[src/rtl/ascon_arbiter.sv]
// Round-robin arbiter sharing one ascon_core between NREQ requesters for whole operations.
// Mode and data-type fields are 4 bits wide, matching the core's e_mode / e_data_type encodings.
module ascon_arbiter #(
    parameter int unsigned NREQ = 2,
    parameter int unsigned CCW  = 32
) (
    input  logic                          clk,
    input  logic                          rst_n,

    input  logic [NREQ-1:0]               req_i,
    input  logic [NREQ-1:0][3:0]          req_mode_i,
    input  logic [NREQ-1:0][CCW-1:0]      req_key_i,
    input  logic [NREQ-1:0]               req_key_valid_i,
    output logic [NREQ-1:0]               req_key_ready_o,
    input  logic [NREQ-1:0][CCW-1:0]      req_bdi_i,
    input  logic [NREQ-1:0][CCW/8-1:0]    req_bdi_valid_i,
    input  logic [NREQ-1:0][3:0]          req_bdi_type_i,
    input  logic [NREQ-1:0]               req_bdi_eot_i,
    input  logic [NREQ-1:0]               req_bdi_eoi_i,
    output logic [NREQ-1:0]               req_bdi_ready_o,
    output logic [CCW-1:0]                req_bdo_o,
    output logic [3:0]                    req_bdo_type_o,
    output logic                          req_bdo_eot_o,
    output logic [NREQ-1:0]               req_bdo_valid_o,
    input  logic [NREQ-1:0]               req_bdo_ready_i,
    input  logic [NREQ-1:0]               req_bdo_eoo_i,

    output logic [NREQ-1:0]               gnt_o,
    output logic [NREQ-1:0]               done_o,
    output logic                          auth_o,
    output logic [NREQ-1:0]               auth_valid_o,

    input  logic                          cfg_upd_i,
    input  logic [20:0]                   cfg_data_i,
    output logic                          cfg_ack_o,

    output logic [3:0]                    core_mode_o,
    output logic [CCW-1:0]                core_key_o,
    output logic                          core_key_valid_o,
    output logic [CCW-1:0]                core_bdi_o,
    output logic [CCW/8-1:0]              core_bdi_valid_o,
    output logic [3:0]                    core_bdi_type_o,
    output logic                          core_bdi_eot_o,
    output logic                          core_bdi_eoi_o,
    output logic                          core_bdo_ready_o,
    output logic                          core_bdo_eoo_o,
    input  logic                          core_key_ready_i,
    input  logic                          core_bdi_ready_i,
    input  logic [CCW-1:0]                core_bdo_i,
    input  logic                          core_bdo_valid_i,
    input  logic [3:0]                    core_bdo_type_i,
    input  logic                          core_bdo_eot_i,
    input  logic                          core_auth_i,
    input  logic                          core_auth_valid_i,
    input  logic                          core_done_i,
    output logic                          core_upd_sbox_o,
    output logic [20:0]                   core_sbox_data_o
);

    localparam int unsigned IdxW = (NREQ > 1) ? $clog2(NREQ) : 1;

    typedef enum logic [2:0] {
        StIdle,
        StCfg,
        StStart,
        StBusy,
        StRelease
    } state_e;

    state_e            state_q;
    logic [NREQ-1:0]   gnt_q;
    logic [IdxW-1:0]   gidx_q;
    logic [IdxW-1:0]   rr_q;
    logic [3:0]        mode_q;
    logic [NREQ-1:0]   done_q;
    logic [NREQ-1:0]   auth_valid_q;
    logic              auth_q;
    logic              auth_prev_q;
    logic              cfg_ack_q;
    logic              upd_q;
    logic [20:0]       sbox_q;

    logic [NREQ-1:0]   elig;
    logic              pick_valid;
    logic [IdxW-1:0]   pick_idx;
    logic              route;

    // M_NONE requests are never eligible for a grant.
    always_comb begin
        for (int i = 0; i < NREQ; i++) begin
            elig[i] = req_i[i] && (req_mode_i[i] != 4'd0);
        end
    end

    always_comb begin
        pick_valid = 1'b0;
        pick_idx   = '0;
        for (int k = 0; k < NREQ; k++) begin
            int unsigned j;
            j = (int'(rr_q) + k) % NREQ;
            if (!pick_valid && elig[j]) begin
                pick_valid = 1'b1;
                pick_idx   = IdxW'(j);
            end
        end
    end

    assign route = (state_q == StStart) || (state_q == StBusy);

    always_comb begin
        core_key_o       = req_key_i[gidx_q];
        core_key_valid_o = route & req_key_valid_i[gidx_q];
        core_bdi_o       = req_bdi_i[gidx_q];
        core_bdi_valid_o = route ? req_bdi_valid_i[gidx_q] : '0;
        core_bdi_type_o  = req_bdi_type_i[gidx_q];
        core_bdi_eot_o   = route & req_bdi_eot_i[gidx_q];
        core_bdi_eoi_o   = route & req_bdi_eoi_i[gidx_q];
        core_bdo_ready_o = route & req_bdo_ready_i[gidx_q];
        core_bdo_eoo_o   = route & req_bdo_eoo_i[gidx_q];
        req_key_ready_o  = route ? (gnt_q & {NREQ{core_key_ready_i}}) : '0;
        req_bdi_ready_o  = route ? (gnt_q & {NREQ{core_bdi_ready_i}}) : '0;
        req_bdo_valid_o  = route ? (gnt_q & {NREQ{core_bdo_valid_i}}) : '0;
    end

    assign req_bdo_o        = core_bdo_i;
    assign req_bdo_type_o   = core_bdo_type_i;
    assign req_bdo_eot_o    = core_bdo_eot_i;
    assign gnt_o            = gnt_q;
    assign done_o           = done_q;
    assign auth_o           = auth_q;
    assign auth_valid_o     = auth_valid_q;
    assign cfg_ack_o        = cfg_ack_q;
    assign core_mode_o      = mode_q;
    assign core_upd_sbox_o  = upd_q;
    assign core_sbox_data_o = sbox_q;

    always_ff @(posedge clk or negedge rst_n) begin
        if (!rst_n) begin
            state_q      <= StIdle;
            gnt_q        <= '0;
            gidx_q       <= '0;
            rr_q         <= '0;
            mode_q       <= '0;
            done_q       <= '0;
            auth_valid_q <= '0;
            auth_q       <= 1'b0;
            auth_prev_q  <= 1'b0;
            cfg_ack_q    <= 1'b0;
            upd_q        <= 1'b0;
            sbox_q       <= '0;
        end else begin
            auth_valid_q <= '0;
            cfg_ack_q    <= 1'b0;
            upd_q        <= 1'b0;
            auth_prev_q  <= core_auth_valid_i;
            unique case (state_q)
                StIdle: begin
                    // A pending S-box update wins over new operations.
                    if (cfg_upd_i) begin
                        upd_q     <= 1'b1;
                        cfg_ack_q <= 1'b1;
                        sbox_q    <= cfg_data_i;
                        state_q   <= StCfg;
                    end else if (pick_valid) begin
                        gidx_q  <= pick_idx;
                        gnt_q   <= {{(NREQ-1){1'b0}}, 1'b1} << pick_idx;
                        mode_q  <= req_mode_i[pick_idx];
                        state_q <= StStart;
                    end
                end
                StCfg: begin
                    state_q <= StIdle;
                end
                StStart: begin
                    mode_q  <= '0;
                    state_q <= StBusy;
                end
                StBusy: begin
                    if (core_auth_valid_i && !auth_prev_q) begin
                        auth_valid_q <= gnt_q;
                        auth_q       <= core_auth_i;
                    end
                    if (core_done_i) begin
                        done_q  <= gnt_q;
                        state_q <= StRelease;
                    end
                end
                StRelease: begin
                    done_q  <= '0;
                    gnt_q   <= '0;
                    rr_q    <= (gidx_q == IdxW'(NREQ - 1)) ? '0 : gidx_q + 1'b1;
                    state_q <= StIdle;
                end
                default: begin
                    state_q <= StIdle;
                end
            endcase
        end
    end

endmodule

[config.mk]
export PLATFORM = sky130hd
export DESIGN_NAME = ascon_arbiter
export DESIGN_NICKNAME = d
export VERILOG_FILES = /design/src/rtl/ascon_arbiter.sv
export SDC_FILE = /design/constraint.sdc
export NUM_CORES = 1
export LEC_CHECK = 0
export ABC_AREA = 1
export BUFFER_PORTS_ARGS = -buffer_cell sky130_fd_sc_hd__buf_2
export CAP_MARGIN = 20
export CELL_PAD_IN_SITES_DETAIL_PLACEMENT = 1
export CELL_PAD_IN_SITES_GLOBAL_PLACEMENT = 1
export CORE_AREA = 2 2 149 151
export CTS_CLUSTER_DIAMETER = 150
export CTS_CLUSTER_SIZE = 25
export DETAILED_ROUTE_END_ITERATION = 12
export DIE_AREA = 0 0 151 153
export PLACE_DENSITY_LB_ADDON = 0.15
export RECOVER_POWER = 50
export SLEW_MARGIN = 10
export SYNTH_ARGS = -nofsm -noshare
export SYNTH_HDL_FRONTEND = slang
export SYNTH_SLANG_ARGS = --single-unit
[constraint.sdc]
create_clock -name clk -period 1.4 [get_ports clk]
set_clock_uncertainty 0.15 [all_clocks]
set_input_delay 0.28 -clock clk [delete_from_list [all_inputs] [get_ports clk]]
set_output_delay 0.28 -clock clk [all_outputs]
set_load 0.05 [all_outputs]
**Word-level counts from Yosys, hierarchy flattened**

Index checks and enable logic that the tools add are counted.

- Register bits: 39
- Input port bits: 231
- Word-level logic and storage cells: 103

- Add/subtract/negate cells: 2
- Order comparisons: 4
- Equality and inequality tests: 7
- Shifts and indexed selects: 1
- Mux-type cells: 49
- Bitwise operators: 9
- Reduce and logical (&&, ||, !) cells: 20

Operators by type and width:

| kind | count |
|---|---|
| two-way mux 32 bit | 4 |
| two-way mux 4 bit | 9 |
| two-way mux 1 bit | 21 |
| two-way mux 2 bit | 8 |
| two-way mux 3 bit | 3 |
| case mux 3 bit (3 select lines) | 1 |
| AND reduction 3 bit | 3 |
| < comparator 1 x 2 -> 1 bit, second input constant | 4 |
| case mux 2 bit (2 select lines) | 2 |
| case mux 4 bit (2 select lines) | 1 |
| AND reduction 2 bit | 4 |
| nonzero test 4 bit | 2 |
| AND 2 bit | 3 |
| equality test 3 x 2 -> 1 bit, second input constant | 2 |
| != test 2 bit, second input constant | 3 |
| nonzero test 2 bit | 3 |
| AND 1 bit | 5 |
| logical AND 1 bit | 4 |
| equality test 3 bit, second input constant | 1 |
| zero test 3 bit | 1 |
| != test 3 bit, second input constant | 1 |
| adder 1 bit, second input constant | 2 |
| zero test 1 bit | 2 |
| << shifter 1 x 1 -> 2 bit, first input constant | 1 |
| other kinds (2) | 2 |

**Depth between registers and ports, before layout**

Gate-level depths: netlist of the first run.

- Depth in word-level cells: 13
- Gate-level depth with buffers: 8

**Least setup slack after synthesis of the first run**

Ideal clock, no wire load.

- Path type: register -> output
- Start: register gnt_q[0] (netlist: gnt_o[0])
- End: output port req_bdi_ready_o[0]
- Arrival: 1.897 ns
- Data required time: 0.970 ns
- Setup slack: -0.927 ns
- Cell stages (with the launch flop): 3
- Buffers on the path: 0
- Cell sequence: dfrtp_1 -> inv_1 -> nor3_1

- Longest elaborated chain between the ends: 2

Ends and longest elaborated chain:

| item | RTL line | RTL |
|---|---|---|
| from (decl) | 71 | `logic [NREQ-1:0] gnt_q;` |
| from (signal assigned) | 166 | `gnt_q <= {{(NREQ-1){1'b0}}, 1'b1} << pick_idx;` |
| AND 2 bit | 121 | `req_bdi_ready_o = route ? (gnt_q & {NREQ{core_bdi_ready_i}}) : '0;` |
| two-way mux 2 bit | 121 |  |
| to (decl) | 20 | `output logic [NREQ-1:0] req_bdi_ready_o,` |

Every way passes these cells.

**Worst setup path in the final report of the first run**

- Start: register gidx_q
- End: output port core_key_o[27]

- Longest elaborated chain between the ends: 2

Ends and longest elaborated chain:

| item | RTL line | RTL |
|---|---|---|
| from (decl) | 72 | `logic [IdxW-1:0] gidx_q;` |
| from (signal assigned) | 165 | `gidx_q <= pick_idx;` |
| two-way mux 32 bit (not written as such) (2 in series) | 111 | `core_key_o = req_key_i[gidx_q];` |
| to (decl) | 38 | `output logic [CCW-1:0] core_key_o,` |

Every way passes these cells. The select of a mux whose other input is x is not followed.

==> summary.txt, run 1 <==
Worst hold path
  – HP Class: in2reg
  – Hold depth: 3

Timing
  – Tightest Pin Transition: 0.7009 ns
  – Fin Hold WS: 0.04287 ns
  – Slew headroom: 53.27%
  – Final setup viols: 113
  – Slew Limit Fails: 0
  – Final min period: 1.949 ns
  – Fin Setup TNS: -40.17 ns
  – RSZ-0062 raised after global routing: true
  – Fin. Hold Viols: 0
  – Fmax: 513.1 MHz
  – Final cycle utilization of the critical path: 139.2%
  – Setup ws final: -0.5489 ns

Clocking
  – Num CTS Buffers: 5
  – Clk_lat worst skew: 0.28 ns
  – Clock slew seen by the registers of the worst setup and hold paths: 0.06 ns
  – H-tree depth: 2
  – Root Buffer: clkbuf_16
  – CTS tree: yes
  – Clk buf depth: 2
  – Total clock sinks: 39

Worst setup path
  – Setup slack, reg-to-reg: -0.13 ns
  – Reg-to-Reg End: gnt_o[1]
  – R2R Path Start: state_q[1]
  – Critical Path End Type: output pin
  – CP max-delay cell: dfrtp_2
  – Worst-path cell chain: buf_12 > buf_4 > buf_16 > nand2_2 > nand2_4 > buf_6
  – Worst-path fanout max: 8
  – Setup crit end: core_key_o[27]
  – Crit path launch: gidx_q
  – Slowest cell delay on critical path: 0.46 ns
  – Data required, critical path: 0.97 ns
  – CP Data Arrival Time: 1.52 ns
  – Worst Reg-to-Reg Cells: 9
  – Critical path launch point type: flip-flop
  – Setup CP Type: reg2out

Global route
  – First-pass GRT wire length: 26390 um
  – GRT Residual Overflow: 0
  – Initial antenna violation count: 4
  – Vias in the first global route: 4641
  – Pin count of the biggest net entering global routing: 31
  – Overall Global Routing Usage: 14.76%

Routing
  – Total number of vias: 4479
  – WL met3: 1497 um
  – Drt wl/cell: 17.37 um
  – DRT antenna net count: 0
  – Met2 wire len: 10720 um
  – Via/cell ratio: 4.050
  – Initial drt markers: 128
  – Drt total wl: 19210 um
  – DRC: 0
  – Highest Signal Layer: met5
  – Drt first pass iters: 4
  – Routed met1 length: 6695 um

Floorplanning
  – Die area: 0.02310 sq mm
  – Die width: 151 um
  – I/O pins: 385
  – Rows: 54
  – Starting Density: 13.94%
  – Die H: 153 um
  – Core area: 0.02149 sq mm

Place
  – Hpwl dp: 14460 um
  – Placed instance area: 0.006306 sq mm
  – Setup WS pre-CTS: -0.3611 ns
  – Buffers on Ports: 310
  – Gpl congestion: 0.8002

Logic synthesis
  – Post-synth top area share: 39.74%
  – Seq/Total Area, Yosys: 32.60%
  – Syn nets: 725
  – FFs w/ async S/R, synth: 100.0%
  – Number of flops mapped to enable cells by yosys: 0
  – Yosys top cell by area: nand2_1
  – Dominant synthesized flop cell: dfrtp_1
  – Post-synth top cells: nand2_1 (317), buf_4 (39), dfrtp_1 (39)
  – Syn. warnings: 0
  – Post-Syn Instances: 494
  – Synth area leaders: nand2_1 (40%), dfrtp_1 (33%), buf_4 (9.8%)
  – Most frequent cell after synthesis: nand2_1
  – Register bit total from synthesis: 39
  – Mapped Area: 0.002994 sq mm
  – Syn Area/Cell: 6.061 sq um
  – Library cells used by synthesis: 23

Pwr
  – Lkg Pwr: 4.362 nW
  – VDD IR max: 0.9861 mV
  – Pwr Density: 2277 mW/mm^2

Run status
  – Failing checks: negative setup slack
  – Status: complete, but fails checks

Finish
  – Total Nets Final: 1053
  – Fillers: 2451
  – Multi-input combinational cell area: 0.003448 sq mm
  – Area of all sequential standard cells: 980.9 sq um
  – Layout cells sized above 1: 75.06%
  – Area Growth Syn to Fin: 184.5%
  – Final Cell Area: 0.008517 sq mm

Flow run
  – Max-cap viol count: 0
## sequential cells by signal, summed over array words and instances, names as in the netlist
register and cells:
done_o 2, core_sbox_data_o 21, core_upd_sbox_o 1, auth_o 1, gidx_q 1, gnt_o 2
core_mode_o 4, rr_q 1, auth_valid_o 2, state_q 3, auth_prev_q 1
## metal layers
metal | track usage (%) | up-vias
li1 | - | 2114
met1 | 15.24 | 2138
met2 | 29.29 | 206
met3 | 4.627 | 19
met4 | 1.825 | 2
met5 | 0 | -
## worst min-delay path by stage
stage              startpoint              endpoint  slack (ns)
2_1_floorplan           rst_n                auth_o       -0.17
3_3_place_gp            rst_n   core_sbox_data_o[7]        0.03
3_5_place_dp            rst_n  core_sbox_data_o[10]        0.04
4_1_cts         cfg_data_i[1]   core_sbox_data_o[1]        0.04
5_1_grt         cfg_data_i[9]   core_sbox_data_o[9]        0.05
6_report       cfg_data_i[17]  core_sbox_data_o[17]        0.04
## per-stage QoR
step           power (W)  util [%]  cells
2_1_floorplan    0.01108         -    494
3_3_place_gp     0.01369     29.35   1057
3_5_place_dp     0.01384     29.35   1057
4_1_cts          0.01820     36.24   1082
5_1_grt          0.02031     39.64   1106
6_report         0.01939     39.64   1106
## final cells by class
cell class,count,share of cell area (%)
inverters,22,1.205
clock buffers,5,1.469
well taps,280,4.113
multi-input cells,373,40.49
repair buffers,381,40.65
clock inverters,2,0.4407
diodes,4,0.1175
flip-flops and latches,39,11.52
## logic make-up (layout without fill, tap and decap cells)
| kind of cell | after synthesis | count (layout) | synth area share [%] |
|---|---|---|---|
| and+or+nand+nor | 356 | 356 | 47.56 |
| buffers and inverters | 82 | 410 | 16.63 |
| DFF | 39 | 39 | 32.60 |
| AOI/OAI and AO/OA | 17 | 17 | 3.218 |
| other | 0 | 4 | 0 |
## where the power goes
| group | total [W] | switching, W | internal [W] | leakage, nW |
|---|---|---|---|---|
| registers | 0.00196 | 0.000336 | 0.00163 | 0.485 |
| clock network | 0.00130 | 0.000465 | 0.000831 | 0.0759 |
| logic | 0.0161 | 0.00967 | 0.00646 | 3.80 |
| total | 0.0194 | 0.0105 | 0.00892 | 4.36 |
## layout by cell type, fill, tap and decap left out, drive strengths merged
| master | count |
|---|---|
| dfrtp | 39 |
| nand3b | 6 |
| clkbuf | 11 |
| nor2 | 12 |
| inv | 21 |
| a21oi | 11 |
| clkinv | 1 |
| nand2 | 319 |
| bufinv | 1 |
| nand3 | 13 |
| nor3 | 6 |
| o21ai | 5 |
| buf | 373 |
| dlygate4sd3 | 2 |
| o211ai | 1 |
| diode | 4 |
| clkinvlp | 1 |
## critical path: cells and delay by family (launching register included)
family,cells,cell delay (ns)
simple gates,2,0.14
buf+inv,4,0.63
flops,1,0.46
## repair_timing
action	in CTS	in global routing
setup buffers	9	20
setup endpoints to repair	121	119
hold endpoints to repair	10	0
hold buffers	2	0
resized for setup	288	138
pin swaps	25	15
gates cloned	7	2
(Power assumes the default switching activity.)
==> inputs of run 2 (changes only) <==
--- a/config.mk
+++ b/config.mk
@@ -6,7 +6,7 @@
 export NUM_CORES = 1
 export LEC_CHECK = 0
 export ABC_AREA = 1
-export BUFFER_PORTS_ARGS = -buffer_cell sky130_fd_sc_hd__buf_2
+export BUFFER_PORTS_ARGS = -buffer_cell sky130_fd_sc_hd__buf_4
 export CAP_MARGIN = 20
 export CELL_PAD_IN_SITES_DETAIL_PLACEMENT = 1
 export CELL_PAD_IN_SITES_GLOBAL_PLACEMENT = 1
==> summary.txt, run 2 (synthesis results as in run 1) <==
Routing
  – Met2 wire len: 10570 um
  – WL met3: 1894 um
  – Via/cell ratio: 4.029
  – Highest Signal Layer: met5
  – DRT antenna net count: 0
  – Drt wl/cell: 17.49 um
  – Drt first pass iters: 4
  – Initial drt markers: 78
  – Routed met1 length: 6572 um
  – DRC: 0
  – Total number of vias: 4456
  – Drt total wl: 19340 um

Worst setup path
  – Slowest cell delay on critical path: 0.42 ns
  – Setup CP Type: reg2out
  – CP Data Arrival Time: 1.52 ns
  – Worst-path cell chain: buf_12 > clkinv_8 > buf_12 > nand2_2 > a21oi_4 > buf_6
  – CP max-delay cell: dfrtp_2
  – Critical path launch point type: flip-flop
  – CP most frequent cell: buf_12
  – Critical Path End Type: output pin
  – Data required, critical path: 0.97 ns
  – Crit path launch: gidx_q
  – Worst-path fanout max: 9
  – R2R Path Start: state_q[1]

Run status
  – Status: complete, but fails checks
  – Failing checks: negative setup slack

Finish
  – Multi-input combinational cell area: 0.003248 sq mm
  – Max FFs per register: 21
  – Area of all sequential standard cells: 980.9 sq um
  – Total Nets Final: 1056
  – Commonest non-fill, non-tap cells in the layout: buf_4 (245), nand2_1 (133), nand2_4 (73)
  – Most common cell after layout, fill and taps aside: buf_4
  – Layout cells sized above 1: 74.33%
  – Fillers: 2430
  – N_diodes: 0
  – Post-Route Utilization: 41.17%
  – Area Growth Syn to Fin: 195.4%

Pwr
  – Switching share of power: 53.23%
  – Sequential share of power: 10.3%
  – Internal: 0.009075 W
  – Clk network pwr share: 6.2%
  – Lkg Pwr: 4.378 nW
  – VDD IR max: 1.002 mV
  – Comb power frac: 83.5%
  – Power, Total: 0.01940 W
  – Pwr Density: 2193 mW/mm^2
  – Net Switching: 0.01033 W

Place
  – Buffers on Ports: 310
  – Gpl congestion: 0.8027
  – Hpwl dp: 14710 um
  – Setup WS pre-CTS: -0.3007 ns

Floorplanning
  – Die width: 151 um
  – Die H: 153 um
  – I/O pins: 385
  – Rows: 54
  – Starting Density: 13.94%
  – Core area: 0.02149 sq mm
  – Die area: 0.02310 sq mm

Timing
  – Fmax: 512.1 MHz
  – Final min period: 1.953 ns
  – Slew headroom: 55.23%
  – Final cycle utilization of the critical path: 139.5%
  – Setup ws final: -0.5526 ns
  – Fin Setup TNS: -46.37 ns
  – Slew Limit Fails: 0
  – RSZ-0062 raised after global routing: true
  – Tightest Pin Transition: 0.6715 ns
  – Final setup viols: 117
  – Fin. Hold Viols: 0

Clocking
  – H-tree depth: 2
  – Clk buf depth: 2
  – Clk_lat worst skew: 0.28 ns
  – Clock slew seen by the registers of the worst setup and hold paths: 0.06 ns
  – CTS tree: yes
  – Total clock sinks: 39
  – Num CTS Buffers: 5
  – Root Buffer: clkbuf_16

Global route
  – Pin count of the biggest net entering global routing: 25
  – Overall Global Routing Usage: 14.96%
  – Vias in the first global route: 4716
  – First-pass GRT wire length: 26700 um
  – Initial antenna violation count: 1
  – GRT Residual Overflow: 0

Worst hold path
  – HP Class: in2reg
  – Min-delay src: cfg_data_i[4]

Flow run
  – Max-cap viol count: 0
[run 2: worst max-delay path: cells and delay by family, from the launching register on]
| family | cells | cell delay, ns |
|---|---|---|
| DFF | 1 | 0.42 |
| and+or+nand+nor | 1 | 0.07 |
| buffers and inverters | 4 | 0.55 |
| AOI/OAI and AO/OA | 1 | 0.20 |
[run 2: metal layers]
metal  global-route usage (%)  vias to the layer above
met3                    5.313                       21
met5                        0                        -
met2                    28.66                      212
met4                    2.848                        2
met1                    15.52                     2098
li1                         -                     2123
[run 2: power groups by stage]
stage               logic [W]  registers, W  clock network (W)
global route           0.0170       0.00207            0.00130
floorplan             0.00768       0.00340                  0
CTS                    0.0147       0.00202            0.00125
detailed placement     0.0125       0.00199                  0
global placement       0.0123       0.00198                  0
finish                 0.0162       0.00200            0.00119
[run 2: area by class of cell]
type	instances	share of cell area (%)
sequential	39	11.09
clock buffer	8	1.768
inverter	22	1.273
timing repair buffer	381	44.96
multi-input combinational	374	36.72
timing repair inverter	2	0.2263
tap	280	3.960
[run 2: final timing paths]
path | slack, ns | to | depth (start not counted)
setup / recovery | -0.55 | core_bdi_valid_o[3] | 6
hold / removal | 0.05 | core_sbox_data_o[4] | 3
setup reg to reg | -0.29 | core_sbox_data_o[3] | 9
hold reg to reg | 0.33 | core_sbox_data_o[19] | 2
max in group asynchronous | 0.15 | auth_valid_o[0] | 3
min in group asynchronous | 0.41 | state_q[0] | 2
[run 2: stage by stage]
step / area, sq um / hold WS [ns] / instances
CTS: 8048 / 0.04202 / 1085
finish: 8846 / 0.05029 / 1106
global route: 8846 / 0.05116 / 1106
detailed placement: 6942 / 0.06406 / 1059
floorplan: 4385 / -0.1656 / 494
global placement: 6942 / 0.06056 / 1059
[run 2: what timing repair did]
item	CTS	global route
buffers inserted	11	14
endpoints found under the setup margin	118	121
cloned	5	8
pin swaps	6	49
hold buffers	2	0
resized for setup	186	143
endpoints found under the hold margin	21	0
